[src/rtl/muldiv_iter.sv]
// muldiv_iter: iterative one-bit-per-cycle MULT/MULTU/DIV/DIVU unit with start/stall/advance handshake
module muldiv_iter #(
  parameter int WIDTH = 32,
  parameter int CNT_W = $clog2(WIDTH)
) (
  input  logic             clk,
  input  logic             rst,
  input  logic             start,
  input  logic [1:0]       op,
  input  logic [WIDTH-1:0] a,
  input  logic [WIDTH-1:0] b,
  input  logic             hold,
  input  logic             cancel,
  input  logic             advance,
  output logic             stall,
  output logic             busy,
  output logic             valid,
  output logic [WIDTH-1:0] hi,
  output logic [WIDTH-1:0] lo
);
  typedef enum logic [1:0] {IDLE, BUSY, DONE} state_t;
  state_t state, nxt;
  logic [CNT_W-1:0] cnt;
  logic fin, is_div, neg_q, neg_r, sgn, accept, step, nb;
  logic [WIDTH-1:0] r, q, m, abs_a, abs_b;
  logic [WIDTH:0] sum, shifted, diff;
  logic [2*WIDTH-1:0] prod;
  assign sgn = ~op[0];
  assign abs_a = (sgn & a[WIDTH-1]) ? -a : a;
  assign abs_b = (sgn & b[WIDTH-1]) ? -b : b;
  assign accept = state == IDLE && start && !cancel && !hold;
  assign step = state == BUSY && !hold && !cancel;
  assign sum = {1'b0, r} + {1'b0, m & {WIDTH{q[0]}}};
  assign shifted = {r, q[WIDTH-1]};
  assign diff = shifted - {1'b0, m};
  assign nb = ~diff[WIDTH];
  assign prod = {r, q};
  assign stall = start & ~valid;
  assign busy = state == BUSY;
  assign valid = state == DONE;
  always_comb begin
    nxt = cancel ? IDLE :
          (state == IDLE && start && !hold) ? BUSY :
          (state == BUSY && fin && !hold) ? DONE :
          (state == DONE && advance && !hold) ? IDLE : state;
  end
  always_ff @(posedge clk) begin
    if (rst) state <= IDLE;
    else state <= nxt;
  end
  always_ff @(posedge clk) begin
    if (rst) begin
      r <= '0;
      q <= '0;
      m <= '0;
      cnt <= '0;
      fin <= 1'b0;
      is_div <= 1'b0;
      neg_q <= 1'b0;
      neg_r <= 1'b0;
      hi <= '0;
      lo <= '0;
    end else if (accept) begin
      r <= '0;
      q <= op[1] ? abs_a : abs_b;
      m <= op[1] ? abs_b : abs_a;
      cnt <= CNT_W'(WIDTH - 1);
      fin <= 1'b0;
      is_div <= op[1];
      neg_q <= sgn & (a[WIDTH-1] ^ b[WIDTH-1]);
      neg_r <= sgn & a[WIDTH-1];
    end else if (step && fin) begin
      {hi, lo} <= is_div ? {neg_r ? -r : r, neg_q ? -q : q} : (neg_q ? -prod : prod);
    end else if (step) begin
      {r, q} <= is_div ? {nb ? diff[WIDTH-1:0] : shifted[WIDTH-1:0], q[WIDTH-2:0], nb}
                       : {sum, q[WIDTH-1:1]};
      cnt <= cnt - CNT_W'(cnt != '0);
      fin <= cnt == '0;
    end
  end
endmodule

[config.mk]
export PLATFORM = sky130hd
export DESIGN_NAME = muldiv_iter
export DESIGN_NICKNAME = d
export VERILOG_FILES = /design/src/rtl/muldiv_iter.sv
export SDC_FILE = /design/constraint.sdc
export NUM_CORES = 1
export LEC_CHECK = 0
export BUFFER_PORTS_ARGS = -buffer_cell sky130_fd_sc_hd__buf_2
export CORE_AREA = 4 4 174 176
export DETAILED_ROUTE_END_ITERATION = 10
export DIE_AREA = 0 0 178 180
export PLACE_DENSITY_LB_ADDON = 0.2
export SLEW_MARGIN = 20
export SYNTH_ARGS = -nofsm -noshare
export SYNTH_HDL_FRONTEND = slang
export SYNTH_SLANG_ARGS = --single-unit
[constraint.sdc]
create_clock -name clk -period 8.9 [get_ports clk]
set_input_delay 0.445 -clock clk [delete_from_list [all_inputs] [get_ports clk]]
set_output_delay 0.445 -clock clk [all_outputs]
set_load 0.01 [all_outputs]
==> metrics.md <==
| Metric | Value |
|---|---|
| CTS Hold Buffers Added | `0` |
| Crit-path cells | `inv_1 -> ha_1 -> fa_1 -> nor2b_1 -> o211ai_1 -> a31oi_1 -> o31ai_1 -> buf_4 -> o21a_1 -> a221o_1 -> nor2_4 -> buf_4 -> mux2_2 -> a211o_1 -> a21oi_1` |
| Achievable Freq | `0.221 GHz` |
| Congestion Overflow GR | `0` |
| ANT cells | `0` |
| Clk sink count | `171` |
| Slew headroom | `24.3%` |
| Post-route DRC violation count | `0` |
| Seq pwr share | `38.4%` |
| Row count | `62` |
| Critical path endpoint category | `flop` |
| Final slew viol count | `0` |
| Sequential share of the synthesized area | `24.1%` |
| Global placement routability congestion | `0.993` |
| Starting Density | `49.6%` |
| Outcome | `finished clean` |
| Area leader, netlist | `dfxtp_1` |
| Post-Synthesis Cells | `1936` |
| Routed length per instance | `19.2 um` |
| Arrival @ worst endpoint | `4.87 ns` |
| Area of the multi-input gates | `10100 sq um` |
| Clk network pwr share | `36.9%` |
| Antenna Nets Post-Route | `0` |
| Worst R2R End | `r[1]$_SDFFE_PP0P_` |
| Share of post-route cells with drive strength above 1 | `11.9%` |
| Top_reg_cell synth | `dfxtp_1` |
| Final net count | `2124` |
| Critical path origin | `q[31]$_SDFFE_PP0P_` |
| P_sw | `742 uW` |
| Final WL | `45700 um` |
| Clock skew | `0.0122 ns` |
| Setup tns final | `0 ns` |
| H-tree depth | `4` |
| Critical Path Fanout Max | `24` |
| Reg2reg start | `q[31]$_SDFFE_PP0P_` |
| Storage cell area | `3430 sq um` |
| Reg2Reg Depth | `15` |
| Critical path launch point type | `flop` |
| GRT Util Overall | `27.5%` |
| Clock-pin slew on the worst setup and hold paths | `0.08 ns` |
| Vias per cell | `6.05` |
| Die width | `178 um` |
| Synth warn | `0` |
| Max incr delay on CP | `0.46 ns` |
| Total leakage power | `6.22 nW` |
| Synth area leaders | `dfxtp_1 (24%), a21oi_1 (6.8%), ha_1 (6.2%)` |
| Max clock buf depth | `2` |
| Largest net degree at the start of global routing | `112` |
| Initial antenna violation count | `0` |
| Root Buffer Master | `clkbuf_16` |
| CTS resizes | `0` |
| Worst Setup EP | `r[1]$_SDFFE_PP0P_` |
| 1st-pass router iterations | `8` |
| First-pass GRT wire length | `71400 um` |
| Setup WS post-layout | `4.38 ns` |
| RSZ-0062 raised after global routing | `false` |
| I/O pin count | `139` |
| Combinational fraction of design power | `24.8%` |
| Clock latency on the worst-skew pair | `0.44 ns` |
| Total CTS buffers | `17` |
| FF+latch count, synth | `171` |
| Final Critical Period | `4.52 ns` |
| R2r setup slk | `4.38 ns` |
| Post-synth EDFFs | `0` |
| Dpl hpwl | `34600 um` |
| Yosys cell types | `80` |
| Fillers | `2800` |
| Final setup fails | `0` |
| Cell Area, Synth | `14200 sq um` |
| Port Buf Inserts | `138` |
| Final-report hold violation count | `0` |
| Critical Path RT | `9.25 ns` |
| Post-CTS Repair Setup Buffers | `0` |
| Crit path kind | `flop to flop` |
| Vias in the first global route | `13008` |
| Most used cell, CP | `buf_4` |
| Synth top area share | `24.1%` |
| Internal power | `1.37 mW` |
| Sw Share | `35.1%` |
| Async S/R FF share, synth | `0%` |
| Period utilisation layout | `50.8%` |
| Slowest cell on crit path | `nor2_4` |
| CTS tree | `done` |
| Total core area | `28600 sq um` |
| Hold crit path type | `input port to flop` |
| Max Cap Violations | `0` |
| Iter 0 DRT Violations | `1193` |
| Hold Path Cell Cnt | `2` |
| Syn_area_per_cell | `7.33 sq um` |
| Net count after synthesis | `2080` |
| Final Core Density | `54.6%` |
| Die area | `32000 sq um` |
| Pre-CTS WS | `4.50 ns` |
| Hold slack | `0.258 ns` |
| Max rail drop VDD | `0.000126 V` |
| PD cells | `135 nW/um^2` |
| Slew @ Worst Pin | `1.13 ns` |
| Die Ht | `180 um` |
| Area grow syn2layout | `10.1%` |
| DR vias | `14373` |
worst max-delay path, delay by kind of cell (launching register included):
kind	cells	cell delay, ns
adders and majority gates	2	0.65
AOI/OAI and AO/OA	7	1.60
and+or+nand+nor	2	0.64
muxes	1	0.38
DFF	1	0.45
buffers and inverters	3	0.70
flip-flops by register name, summed over array words and instances (netlist names):
name    cells
fin         1
neg_q       1
neg_r       1
state       2
q          32
cnt         5
r          32
hi         32
is_div      1
m          32
lo         32
cell usage after synthesis, drive strengths merged (29+ instances only):
| library cell | number |
|---|---|
| mux2i | 64 |
| dfxtp | 171 |
| clkbuf | 104 |
| inv | 61 |
| nor2b | 29 |
| o211ai | 50 |
| nand3 | 30 |
| xnor2 | 82 |
| nand2 | 210 |
| o21ai | 129 |
| ha | 70 |
| xor2 | 83 |
| nor3 | 32 |
| nor2 | 210 |
| a21oi | 195 |
| a211oi | 92 |
how the worst min path moves through the flow:
| stage | start | end | slack, ns |
|---|---|---|---|
| floorplan | m[12]$_SDFFE_PP0P_ | m[12]$_SDFFE_PP0P_ | 0.43 |
| global placement | hi[10]$_SDFFE_PP0P_ | hi[10]$_SDFFE_PP0P_ | 0.44 |
| detailed placement | hi[15]$_SDFFE_PP0P_ | hi[15]$_SDFFE_PP0P_ | 0.44 |
| CTS | cancel | state[1]$_SDFFE_PP0P_ | 0.24 |
| global route | cancel | state[1]$_SDFFE_PP0P_ | 0.28 |
| finish | cancel | state[1]$_SDFFE_PP0P_ | 0.26 |
kinds of logic after synthesis:
logic type / synth area share [%]
DFF: 24.1
muxes: 5.63
adders and majority gates: 6.45
xor gates and xnor gates: 10.2
and+or+nand+nor: 21.2
AOI/OAI and AO/OA: 27.3
buffers and inverters: 5.18
routing by layer:
| layer | global-route usage (%) | wire length, um | vias to the layer above | part of all wire, % |
|---|---|---|---|---|
| met5 | 0 | 0 | - | 0 |
| met1 | 41.5 | 21600 | 6610 | 47 |
| met3 | 3.38 | 3530 | 86 | 7.7 |
| met2 | 40.0 | 19300 | 609 | 42 |
| li1 | - | - | 7068 | - |
| met4 | 9.34 | 1330 | 0 | 2.9 |
through the flow:
| step | power, mW | instance area, sq um | std cells |
|---|---|---|---|
| final | 2.11 | 15600 | 2377 |
| after global routing | 2.21 | 15600 | 2377 |
| after CTS | 2.12 | 15600 | 2377 |
| after detailed placement | 1.34 | 15000 | 2345 |
| after global placement | 1.34 | 15000 | 2345 |
| after floorplan | 1.19 | 14200 | 1936 |
power by group through the flow:
stage | registers, mW | logic, mW | clock network (mW)
detailed placement | 0.827 | 0.512 | 0
CTS | 0.809 | 0.515 | 0.791
global route | 0.813 | 0.567 | 0.828
floorplan | 0.813 | 0.377 | 0
finish | 0.810 | 0.523 | 0.779
global placement | 0.827 | 0.510 | 0
final cells by class:
cell class | instances | share of cell area [%]
Clock buffer | 17 | 2.72
Clock inverter | 15 | 1.23
Inverter | 62 | 1.49
Multi-Input combinational cell | 1575 | 64.4
Sequential cell | 171 | 21.9
Tap cell | 384 | 3.08
Timing Repair Buffer | 153 | 5.16
placed cells by master (no fill, tap or decap), types with 26 or more instances in the layout:
cell / instances
nand2_1: 210
nor2_1: 208
a21oi_1: 194
dfxtp_1: 170
buf_2: 137
o21ai_0: 127
a211oi_1: 92
xor2_1: 83
xnor2_1: 82
ha_1: 70
mux2i_1: 64
inv_1: 61
o211ai_1: 50
nor3_1: 31
nand3_1: 30
nor2b_1: 28
a21o_1: 26
(Power assumes the default switching activity.)
